File: src/rtl/vx_stream_rr_arbiter.sv
// Round-robin arbiter over NUM_INPUTS valid/ready streams with a single-entry
// output pipe register carrying the winning payload and its source index.
module vx_stream_rr_arbiter #(
  parameter int NUM_INPUTS = 4,
  parameter int DATAW      = 32,
  parameter int LN         = (NUM_INPUTS > 1) ? $clog2(NUM_INPUTS) : 1
) (
  input  logic                             clk,
  input  logic                             reset,
  input  logic [NUM_INPUTS-1:0]            valid_in,
  input  logic [NUM_INPUTS-1:0][DATAW-1:0] data_in,
  output logic [NUM_INPUTS-1:0]            ready_in,
  output logic                             valid_out,
  output logic [DATAW-1:0]                 data_out,
  output logic [LN-1:0]                    sel_out,
  input  logic                             ready_out
);

  logic             w_en;
  logic             w_any;
  logic [DATAW-1:0] w_data;
  logic             r_valid;
  logic [DATAW-1:0] r_data;

  // Load when empty or draining, so an accept and a drain share one cycle.
  assign w_en  = ~r_valid | ready_out;
  assign w_any = |valid_in;

  generate
    if (NUM_INPUTS == 1) begin : g_single
      assign ready_in[0] = w_en;
      assign w_data      = data_in[0];
      assign sel_out     = '0;
    end else begin : g_multi
      logic [LN-1:0] r_ptr;
      logic [LN-1:0] r_sel;
      logic [LN-1:0] w_grant;
      logic [LN:0]   w_idx;
      logic          w_found;

      // Scan from r_ptr upward, wrapping at NUM_INPUTS; the extra index bit
      // keeps the sum from overflowing before the wrap subtraction.
      always_comb begin
        w_grant = '0;
        w_found = 1'b0;
        w_idx   = '0;
        for (int j = 0; j < NUM_INPUTS; j++) begin
          w_idx = {1'b0, r_ptr} + (LN+1)'(j);
          if (w_idx >= (LN+1)'(NUM_INPUTS)) begin
            w_idx = w_idx - (LN+1)'(NUM_INPUTS);
          end
          if (!w_found && valid_in[w_idx[LN-1:0]]) begin
            w_grant = w_idx[LN-1:0];
            w_found = 1'b1;
          end
        end
      end

      for (genvar gi = 0; gi < NUM_INPUTS; gi++) begin : g_ready
        assign ready_in[gi] = w_en & w_any & (w_grant == LN'(gi));
      end

      assign w_data  = data_in[w_grant];
      assign sel_out = r_sel;

      always_ff @(posedge clk or posedge reset) begin
        if (reset) begin
          r_ptr <= '0;
          r_sel <= '0;
        end else if (w_en && w_any) begin
          r_sel <= w_grant;
          r_ptr <= (w_grant == LN'(NUM_INPUTS - 1)) ? '0 : w_grant + 1'b1;
        end
      end
    end
  endgenerate

  always_ff @(posedge clk or posedge reset) begin
    if (reset) begin
      r_valid <= 1'b0;
      r_data  <= '0;
    end else if (w_en) begin
      r_valid <= w_any;
      if (w_any) begin
        r_data <= w_data;
      end
    end
  end

  assign valid_out = r_valid;
  assign data_out  = r_data;

endmodule

File: config.mk
export PLATFORM = sky130hd
export DESIGN_NAME = vx_stream_rr_arbiter
export DESIGN_NICKNAME = d
export VERILOG_FILES = /design/src/rtl/vx_stream_rr_arbiter.sv
export SDC_FILE = /design/constraint.sdc
export NUM_CORES = 1
export LEC_CHECK = 0
export BUFFER_PORTS_ARGS = -buffer_cell sky130_fd_sc_hd__buf_2
export CAP_MARGIN = 20
export CORE_MARGIN = 4
export CORE_UTILIZATION = 43
export CTS_BUF_LIST = sky130_fd_sc_hd__clkbuf_4
export CTS_CLUSTER_SIZE = 12
export DETAILED_ROUTE_END_ITERATION = 10
export PLACE_DENSITY = 0.9
export SYNTH_ARGS = -nofsm -noshare
export SYNTH_HDL_FRONTEND = slang
export SYNTH_SLANG_ARGS = --single-unit
File: constraint.sdc
create_clock -name clk -period 2.38 [get_ports clk]
set_input_delay 0 -clock clk [delete_from_list [all_inputs] [get_ports clk]]
set_output_delay 0 -clock clk [all_outputs]
set_load 0.03 [all_outputs]
## Yosys cells after proc, flatten, opt, wreduce, memory -nomap -nowiden

Index checks and enable logic that the tools add are counted.

- Register bits after elaboration: 37
- Input bits: 135
- Output and inout port bits: 39

- Add/subtract/negate cells: 8
- $lt $le $gt $ge: 9
- Eq/ne operators: 3
- Muxes and demuxes: 22
- Bitwise operators: 7
- Reductions and logical operators: 10

Operators by type and width:

| kind | number |
|---|---|
| $bmux W32 S2 | 1 |
| $mux W32 | 1 |
| $mux W2 | 9 |
| $lt A2 B3 Y1 const B | 5 |
| $ge A3 B3 Y1 const B | 3 |
| $bmux W1 S2 | 4 |
| $sub A2 B1 Y2 const B | 4 |
| $mux W1 | 7 |
| $add A2 B2 Y3 const B | 2 |
| $and A1 B1 Y1 | 5 |
| $eq A2 B2 Y1 const B | 2 |
| $logic_and A1 B1 Y1 | 4 |
| $reduce_or A4 Y1 | 1 |
| $add A2 B1 Y3 const B | 1 |
| $ge A2 B3 Y1 const B | 1 |
| $logic_not A1 Y1 | 3 |
| $add A2 B1 Y2 const B | 1 |
| $eq A2 B1 Y1 const B | 1 |
| $logic_not A2 Y1 | 1 |
| $reduce_and A2 Y1 | 1 |
| $not A1 Y1 | 1 |
| $or A1 B1 Y1 | 1 |

## Logic depth before layout (Yosys ltp)

Gate-level depths: netlist (run 1).

- Word-level depth: 16
- Depth in mapped cells: 8
- Mapped depth without buffers: 5

## Least setup slack after synthesis (run 1)

Ideal clock, no wire load.

- Kind: register to output
- From: register g_multi.r_ptr[0]
- To: output ready_in[2]
- Arrival: 1830 ps
- Slack: 550 ps
- Stages on the path, launching flop included: 7
- Cells stage by stage: dfrtp_1 > nand2b_1 > a21oi_1 > or2_1 > buf_4 > buf_6 > nor3_1

- Longest elaborated chain between the ends: 16
- Elaborated cells on any way between the ends: 38

Ends and longest elaborated chain:

| what | RTL line | source |
|---|---|---|
| from (decl) | 35 | `logic [LN-1:0] r_ptr;` |
| from (signal assigned) | 72 | `r_ptr <= (w_grant == LN'(NUM_INPUTS - 1)) ? '0 : w_grant + 1'b1;` |
| parallel branches: the longest is 13 deep, another holds $add A2 B1 Y3 | n/a |  |
| $mux W2 * | 52 | `if (!w_found && valid_in[w_idx[LN-1:0]]) begin` |
| $eq A2 B2 Y1 * | 60 | `assign ready_in[gi] = w_en & w_any & (w_grant == LN'(gi));` |
| $and A1 B1 Y1 * | 60 |  |
| to (decl) | 12 | `output logic [NUM_INPUTS-1:0] ready_in,` |

Every way passes the cells marked *. The select of a mux whose other input is x is not followed.

## Worst setup path after layout (run 1)

- From: register r_valid (netlist: valid_out)
- To: output ready_in[0]

- Longest elaborated chain between the ends: 4

Ends and longest elaborated chain:

| what | RTL line | source |
|---|---|---|
| from (decl) | 22 | `logic r_valid;` |
| from (signal assigned) | 83 | `r_valid <= w_any;` |
| $not A1 Y1 | 26 | `assign w_en = ~r_valid \| ready_out;` |
| $or A1 B1 Y1 | 26 |  |
| $and A1 B1 Y1 (2 in a row) | 60 |  |

Every way passes these cells.

==> results of run 1 <==
## routing by layer
metal  vias up  GRT usage  routed length, um
met5         -          0                  0
met4         0     0.1096                318
met3        38    0.06811                944
met2       239     0.5086               5416
met1      1594     0.3200               4002
li1       1523          -                  -
## logic make-up after synthesis
family	after synthesis	share of synthesized area
AO/OA/AOI/OAI	147	0.4291
flip-flops	37	0.3722
AND/OR/NAND/NOR	61	0.1207
buffers and inverters	37	0.07394
multiplexers	1	0.004024
## state kept, by name, summed over array words and instances (netlist names)
register	count
sel_out	2
valid_out	1
data_out	32
g_multi.r_ptr	2
## cell usage after synthesis (2+ instances only)
cell | number | area (um2)
nand2b_1 | 2 | 12.51
buf_4 | 4 | 30.03
a221o_1 | 30 | 300.3
o2111ai_1 | 2 | 17.52
buf_6 | 2 | 22.52
nand3_1 | 33 | 165.2
nor2_1 | 7 | 26.28
inv_1 | 4 | 15.01
o21ai_1 | 2 | 10.01
or2_1 | 2 | 12.51
nor3_1 | 3 | 15.01
a31oi_1 | 2 | 12.51
nand2_1 | 10 | 37.54
o22a_1 | 31 | 271.5
buf_2 | 12 | 60.06
and2_1 | 2 | 12.51
a21oi_1 | 36 | 180.2
o21ai_0 | 32 | 160.2
dfrtp_1 | 37 | 925.9
a21o_1 | 3 | 22.52
clkbuf_1 | 14 | 52.55
## layout make-up
type	count	area, um2
fillers	458	1658
multi-input cells	210	1423
repair buffers	230	1409
flip-flops and latches	37	925.9
well taps	72	90.09
clock buffers	5	37.54
inverters	5	18.77
clock inverters	3	12.51
## final timing paths
check | slack (ns) | endpoint
worst min-delay path | 0.005 | data_out[16]$_DFFE_PP0P_
worst min register to register | 0.49 | sel_out[1]$_DFFE_PP0P_
min in group asynchronous | 0.33 | data_out[9]$_DFFE_PP0P_
max in group asynchronous | 1.69 | data_out[2]$_DFFE_PP0P_
worst max-delay path | 0.21 | ready_in[0]
worst max register to register | 0.23 | data_out[11]$_DFFE_PP0P_
## timing repair
action                                  in CTS  in global routing
hold endpoints to repair                    59                  2
hold buffers                                39                  4
setup buffers                                0                  0
pin swaps                                    0                  1
cloned                                       0                  1
endpoints found under the setup margin       1                  1
resized for setup                            1                  1
## worst max-delay path, stage by stage (launching register included)
cell	delay [ns]
dfrtp_1	0.43
a21oi_2	0.67
buf_4	0.37
and2_1	0.15
buf_2	0.19
## stage by stage
stage / hold WS, ns / total power, W / instances / setup slack (ns)
finish: 0.005487 / 0.002652 / 562 / 0.2083
global placement: 0.1430 / 0.002180 / 509 / 0.1954
CTS: 0.0004877 / 0.002615 / 557 / 0.09018
global route: 0.0002642 / 0.002804 / 562 / 0.05146
detailed placement: 0.1437 / 0.002230 / 510 / 0.1672
floorplan: 0.1202 / 0.001790 / 283 / 0.5502
## power by group
group | internal, W | total, W | switching [W] | leakage (nW)
registers | 0.000776 | 0.000878 | 0.000102 | 0.422
logic | 0.000556 | 0.00145 | 0.000892 | 1.39
clock network | 0.000107 | 0.000326 | 0.000219 | 0.0300
==> metrics.md, run 1 <==
| Metric | Value |
|---|---|
| Outcome | `finished, final reports clean` |
| DR WL/cell | `19.01 um` |
| Required @ worst endpoint | `2.38 ns` |
| DR DRC count | `0` |
| Area Growth Syn to Fin | `57.44%` |
| CTS tree | `yes` |
| Row count | `27` |
| N_diodes | `0` |
| Mapped Avg Cell Area | `8.789 um2` |
| CP max FO | `18` |
| Final period demand of the worst path | `2.172 ns` |
| R2r startpoint | `g_multi.r_ptr[1]$_DFFE_PP0P_` |
| Final setup TNS | `0 ns` |
| Worst path arrival time | `2.17 ns` |
| First-pass GRT wire length | `16,200 um` |
| TritonCTS Sinks | `37` |
| Initial antenna violation count | `0` |
| Die Y | `84.06 um` |
| GRT Overall Usage | `0.2832` |
| VDD IR max | `0.4237 mV` |
| Synth Instances | `283` |
| Most common cell after layout, fill and taps aside | `buf_2` |
| Fmax | `0.4605 GHz` |
| Overall routed net length | `10,680 um` |
| CTS Buf Count | `5` |
| Hold depth | `3` |
| MaxCap Viol Count | `0` |
| Final-stage net count | `624` |
| Count of state elements after synthesis | `37` |
| Yosys Warn Count | `0` |
| Largest net degree at the start of global routing | `38` |
| Worst setup path startpoint | `valid_out$_DFFE_PP0P_` |
| Gpl congestion | `0.8897` |
| IO Port Bufs | `173` |
| Via-per-instance ratio | `6.039` |
| Die width | `84.06 um` |
| Post-Syn Area | `2487 um2` |
| Routed Antenna Nets | `0` |
| EDFF count, synth | `0` |
| Initial Util | `0.4462` |
| Fin crit share | `0.9125` |
| HPWL after detailed placement | `6683 um` |
| Ys flop type | `dfrtp_1` |
| First-pass DRT Iterations | `5` |
| FF-to-FF path depth | `7` |
| Fin. max-slew vios | `0` |
| Startpoint types | `register` |
| Power per standard cell area | `677.1 nW/um2` |
| Core Region | `5574 um2` |
| H-tree Lvls | `2` |
| Clock Path Buffers | `2` |
| Sequential share of the synthesized area | `0.3722` |
| Final instance area | `3916 um2` |
| Post-synth ARST share | `1.000` |
| Worst setup EP type | `output port` |
| RSZ-0062 raised after global routing | `false` |
| Starting DRT DRC Count | `310` |
| Total grt overflow | `0` |
| Post-Syn Nets | `418` |
| Final Hold Fails | `0` |
| Setup violations, final | `0` |
| Reg clk slew, reported paths | `0.12 ns` |
| Most frequent cells in the layout | `173 x buf_2, 43 x dlygate4sd3_1, 37 x dfrtp_1` |
| Clk root buf | `clkbuf_4` |
| Ports | `174` |
| Path type of the worst setup path | `register to output port` |
| Worst Clk Skew | `0.01057 ns` |
| Relative slew slack | `0.4335` |
| Leakage | `1.846 nW` |
| Via count | `3,394` |
| DP Area | `3412 um2` |
| Vias in the first global route | `3,360` |
| Clock Latency Late Sink | `0.35 ns` |
| Die area | `7065 um2` |
| Final Util | `0.7026` |
| HP Class | `input pin to register` |
| Worst-Margin Slew | `0.8498 ns` |
| Worst hold start | `data_in[16]` |
| Netlist cell types | `34` |
| Fraction of layout cells with a size suffix above 1 | `0.4163` |
No activity file was read; power rests on OpenSTA's default activity.
==> run 2, diff against run 1 <==
CAP_MARGIN = default   (was 20)
CORE_ASPECT_RATIO = 0.8   (was default)
==> metrics.md, run 2 (same netlist as run 1, synthesis figures left out) <==
| Metric | Value |
|---|---|
| Outcome | `finished, final reports clean` |
| Final Util | `0.6633` |
| GRT Overall Usage | `0.2699` |
| Starting DRT DRC Count | `188` |
| Gate power share | `0.538` |
| H-tree Lvls | `2` |
| FF-to-FF path depth | `5` |
| Worst Clk Skew | `0.01006 ns` |
| Row count | `24` |
| Relative slew slack | `0.1354` |
| Worst setup EP type | `output port` |
| Power per standard cell area | `703.1 nW/um2` |
| N_diodes | `0` |
| Via count | `3,218` |
| Vias in the first global route | `3,228` |
| Post-place setup slack | `0.03541 ns` |
| Clk pwr share | `0.119` |
| Core Region | `5525 um2` |
| Worst path arrival time | `2.25 ns` |
| Internal | `0.001395 W` |
| Routed Antenna Nets | `0` |
| Final instance area | `3665 um2` |
| Total grt overflow | `0` |
| Clock Latency Late Sink | `0.34 ns` |
| Fmax | `0.4437 GHz` |
| Clock Path Buffers | `2` |
| Reg2Reg Capture Point | `data_out[30]$_DFFE_PP0P_` |
| Clk root buf | `clkbuf_4` |
| Initial Util | `0.4502` |
| Layout Cells excl Fill | `540` |
| Largest net degree at the start of global routing | `35` |
| Worst hold start | `data_in[63]` |
| VDD IR max | `0.4042 mV` |
| Max FFs per register | `32` |
| Switch share | `0.4584` |
| DR DRC count | `0` |
| Endpoint, Worst Hold | `data_out[31]$_DFFE_PP0P_` |
| DP Cell Count | `513` |
| Fin. max-slew vios | `0` |
| Overall routed net length | `10,030 um` |
| Initial antenna violation count | `0` |
| Setup violations, final | `0` |
| Post-CTS setup buffers | `0` |
| Final-stage net count | `598` |
| Die width | `93.04 um` |
| R2r startpoint | `g_multi.r_ptr[1]$_DFFE_PP0P_` |
| Via-per-instance ratio | `5.959` |
| Die Y | `76.03 um` |
| Sequential share of power | `0.343` |
| TritonCTS Sinks | `37` |
| DR WL/cell | `18.57 um` |
| MaxCap Viol Count | `0` |
| Ports | `174` |
| HP Class | `input pin to register` |
| Psw | `0.001181 W` |
| HPWL after detailed placement | `7011 um` |
| Fraction of layout cells with a size suffix above 1 | `0.4372` |
| First-pass DRT Iterations | `5` |
| Required @ worst endpoint | `2.38 ns` |
| CTS tree | `yes` |
| Setup WS post-layout | `0.1265 ns` |
| Hold depth | `3` |
| Most common cell after layout, fill and taps aside | `buf_2` |
| CP max FO | `16` |
| Final setup TNS | `0 ns` |
| Startpoint types | `register` |
| Reg clk slew, reported paths | `0.11 ns` |
| RSZ-0062 raised after global routing | `false` |
| Fin crit share | `0.9469` |
| R2R Setup Slk | `0.29 ns` |
| Die area | `7073 um2` |
| Area Growth Syn to Fin | `47.33%` |
| IO Port Bufs | `173` |
| Leakage | `1.731 nW` |
| First-pass GRT wire length | `15,430 um` |
| Gpl congestion | `0.8731` |
| DP Area | `3397 um2` |
| Worst-Margin Slew | `1.297 ns` |
| Final period demand of the worst path | `2.254 ns` |
| Path type of the worst setup path | `register to output port` |
| Final Hold Fails | `0` |
| CTS Buf Count | `5` |
| Most frequent cells in the layout | `173 x buf_2, 37 x dfrtp_1, 36 x a21oi_1` |
==> run 2: repair_timing <==
| item | in CTS | in global routing |
|---|---|---|
| hold endpoints to repair | 27 | 1 |
| gates resized for setup | 2 | 1 |
| setup endpoints to repair | 1 | 3 |
| hold buffers | 19 | 1 |
| pin swaps | 1 | 0 |
| gates cloned | 1 | 0 |
==> run 2: layer usage <==
layer  vias to the layer above  GRT usage  wire (um)
li1                       1477          -          -
met2                       224     0.4479       4836
met1                      1490     0.3312       3793
met3                        27    0.08193       1182
met5                         -          0          0
met4                         0    0.09517        217
==> run 2: per-stage QoR <==
step                total power (W)  hold slack (ns)
floorplan                  0.001790           0.1202
finish                     0.002577         0.009848
detailed placement         0.002217           0.1509
global route               0.002726         0.007019
CTS                        0.002568         0.003586
global placement           0.002170           0.1506
==> run 2: power groups by stage <==
stage / Combinational (W) / Clock (W) / Sequential, W
2_1_floorplan: 0.000634 / 0 / 0.00116
3_3_place_gp: 0.00129 / 0 / 0.000880
3_5_place_dp: 0.00133 / 0 / 0.000888
4_1_cts: 0.00137 / 0.000317 / 0.000878
5_1_grt: 0.00148 / 0.000343 / 0.000902
6_report: 0.00139 / 0.000307 / 0.000883
==> run 2: cell type report <==
| class | count | area [um2] |
|---|---|---|
| clock inverters | 1 | 5.005 |
| flip-flops and latches | 37 | 925.9 |
| repair buffers | 204 | 1149 |
| well taps | 78 | 97.59 |
| multi-input cells | 210 | 1431 |
| inverters | 5 | 18.77 |
| clock buffers | 5 | 37.54 |
| fillers | 508 | 1861 |
==> run 2: worst max path at each step <==
stage / start / to
after CTS: g_multi.r_ptr[1]$_DFFE_PP0P_ / ready_in[1]
after floorplan: g_multi.r_ptr[0]$_DFFE_PP0P_ / ready_in[2]
after global placement: g_multi.r_ptr[1]$_DFFE_PP0P_ / data_out[30]$_DFFE_PP0P_
final: g_multi.r_ptr[1]$_DFFE_PP0P_ / ready_in[2]
after detailed placement: g_multi.r_ptr[1]$_DFFE_PP0P_ / data_out[30]$_DFFE_PP0P_
after global routing: g_multi.r_ptr[1]$_DFFE_PP0P_ / ready_in[1]
==> run 2: critical path, stage by stage (launching register included) <==
cell and delay, ns:
dfrtp_1 0.61, a21boi_1 0.25, o22ai_4 0.45, nor2_1 0.17, nor3_1 0.21, buf_2 0.23
==> run 3, diff against run 2 <==
SETUP_SLACK_MARGIN = 0.5   (was default)
==> metrics.md, run 3 (same netlist as run 1, synthesis figures left out) <==
| Metric | Value |
|---|---|
| MaxCap Viol Count | `0` |
| Worst hold start | `data_in[17]` |
| Endpoint, Worst Hold | `data_out[17]$_DFFE_PP0P_` |
| Routed Antenna Nets | `0` |
| N_diodes | `0` |
| Pwr Total | `0.003016 W` |
| Initial Util | `0.4502` |
| Die area | `7073 um2` |
| First-pass GRT wire length | `16,470 um` |
| CTS Buf Count | `5` |
| GRT Overall Usage | `0.2901` |
| Reg2Reg Capture Point | `data_out[24]$_DFFE_PP0P_` |
| Leakage | `1.944 nW` |
| Required @ worst endpoint | `2.38 ns` |
| Final-stage net count | `624` |
| VDD IR max | `0.4479 mV` |
| Die Y | `76.03 um` |
| FF-to-FF path depth | `8` |
| Most common cell after layout, fill and taps aside | `buf_2` |
| Final Util | `0.7706` |
| Critical path's slowest cell | `dfrtp_2` |
| Worst path arrival time | `1.97 ns` |
| R2r startpoint | `g_multi.r_ptr[1]$_DFFE_PP0P_` |
| Die width | `93.04 um` |
| Max FFs per register | `32` |
| Most frequent cells in the layout | `171 x buf_2, 35 x dfrtp_1, 32 x o21ai_0` |
| R2R Setup Slk | `0.44 ns` |
| First-pass DRT Iterations | `7` |
| Reg area | `928.4 um2` |
| H-tree Lvls | `2` |
| Power per standard cell area | `708.5 nW/um2` |
| Final Hold Fails | `0` |
| Final instance area | `4258 um2` |
| Via count | `3,583` |
| Overall routed net length | `12,180 um` |
| IO Port Bufs | `173` |
| Reg clk slew, reported paths | `0.11 ns` |
| Outcome | `finished, final reports clean` |
| RSZ-0062 raised after global routing | `true` |
| Fin crit share | `0.8268` |
| Most common cell type on the critical path | `buf_4` |
| Area Growth Syn to Fin | `71.18%` |
| HPWL after detailed placement | `7011 um` |
| Relative slew slack | `0.3335` |
| Area of the multi-input gates | `1714 um2` |
| # fillers | `412` |
| Fmax | `0.5082 GHz` |
| Total grt overflow | `0` |
| Row count | `24` |
| CP peak stage delay | `0.45 ns` |
| Startpoint types | `register` |
| CTS tree | `yes` |
| Setup violations, final | `0` |
| TritonCTS Sinks | `37` |
| Worst Clk Skew | `0.007280 ns` |
| Final setup TNS | `0 ns` |
| Largest net degree at the start of global routing | `33` |
| Clock Path Buffers | `2` |
| Starting DRT DRC Count | `391` |
| Final period demand of the worst path | `1.968 ns` |
| Critical-path cell list | `buf_4, nand2_1, a221oi_2, or2_4, buf_12, nor3_2, buf_4` |
| Fraction of layout cells with a size suffix above 1 | `0.5492` |
| Initial antenna violation count | `0` |
| Via-per-instance ratio | `6.330` |
| Ports | `174` |
| Clk root buf | `clkbuf_4` |
| Gpl congestion | `0.8731` |
| Core Region | `5525 um2` |
| Path type of the worst setup path | `register to output port` |
| DR WL/cell | `21.52 um` |
| Final hold slack | `0.006657 ns` |
| Worst-Margin Slew | `0.9997 ns` |
| Clock Latency Late Sink | `0.34 ns` |
| DP Area | `3397 um2` |
| CP max FO | `11` |
| Fin. max-slew vios | `0` |
| HP Class | `input pin to register` |
| Hold depth | `3` |
| Vias in the first global route | `3,377` |
| Worst setup EP type | `output port` |
| DR DRC count | `0` |
## run 3: changes by cell type in the layout (fill, tap and decap cells not counted), sizes merged
cell	change
a21oi	+1
buf	+20
o31ai	+1
clkbuf	+3
and2	+1
## run 3: through the flow
step,setup slack [ns],std cells
final,0.4123,566
after global routing,0.2724,566
after CTS,0.4801,552
after detailed placement,0.03541,513
after global placement,0.1426,513
after floorplan,0.5502,283
## run 3: worst max path at each step
stage / start / end / slack (ns) / cells after the start
final: g_multi.r_ptr[1]$_DFFE_PP0P_ / ready_in[3] / 0.41 / 7
after global routing: g_multi.r_ptr[1]$_DFFE_PP0P_ / ready_in[1] / 0.27 / 6
after CTS: g_multi.r_ptr[1]$_DFFE_PP0P_ / ready_in[2] / 0.48 / 7
after detailed placement: g_multi.r_ptr[1]$_DFFE_PP0P_ / data_out[30]$_DFFE_PP0P_ / 0.04 / 5
after global placement: g_multi.r_ptr[1]$_DFFE_PP0P_ / data_out[30]$_DFFE_PP0P_ / 0.14 / 5
after floorplan: g_multi.r_ptr[0]$_DFFE_PP0P_ / ready_in[2] / 0.55 / 6
## run 3: critical path, delay by kind of cell, from the launching register on
kind / cells / cell delay (ns)
AND/OR/NAND/NOR: 3 / 0.58
buffers and inverters: 3 / 0.50
flip-flops: 1 / 0.45
AO/OA/AOI/OAI: 1 / 0.10
## run 3: final cells by class
class / instances / share of cell area
clock buffer: 5 / 0.008816
inverter: 5 / 0.004408
tap: 78 / 0.02292
multi-input combinational: 213 / 0.4026
timing repair buffer: 227 / 0.3421
clock inverter: 1 / 0.001175
sequential: 37 / 0.2180
## run 3: repair_timing
| action | CTS | global route |
|---|---|---|
| resized for setup | 17 | 56 |
| hold endpoints to repair | 26 | 2 |
| gates cloned | 3 | 4 |
| pin swaps | 4 | 35 |
| hold buffers | 18 | 2 |
| setup buffers | 12 | 8 |
| setup endpoints to repair | 36 | 34 |
## run 3: metal layers
layer  wire length, um  up-vias  GRT usage  share of wire
li1                  -     1541          -              -
met1              4421     1701     0.3584           0.36
met2              5984      304     0.4953           0.49
met3              1491       37    0.07404           0.12
met4               282        0    0.08931          0.023
met5                 0        -          0              0
## run 3: power breakdown
part / internal, W / total [W] / switching [W]
clock network: 0.000103 / 0.000316 / 0.000213
registers: 0.000778 / 0.000871 / 0.0000931
logic: 0.000751 / 0.00183 / 0.00108
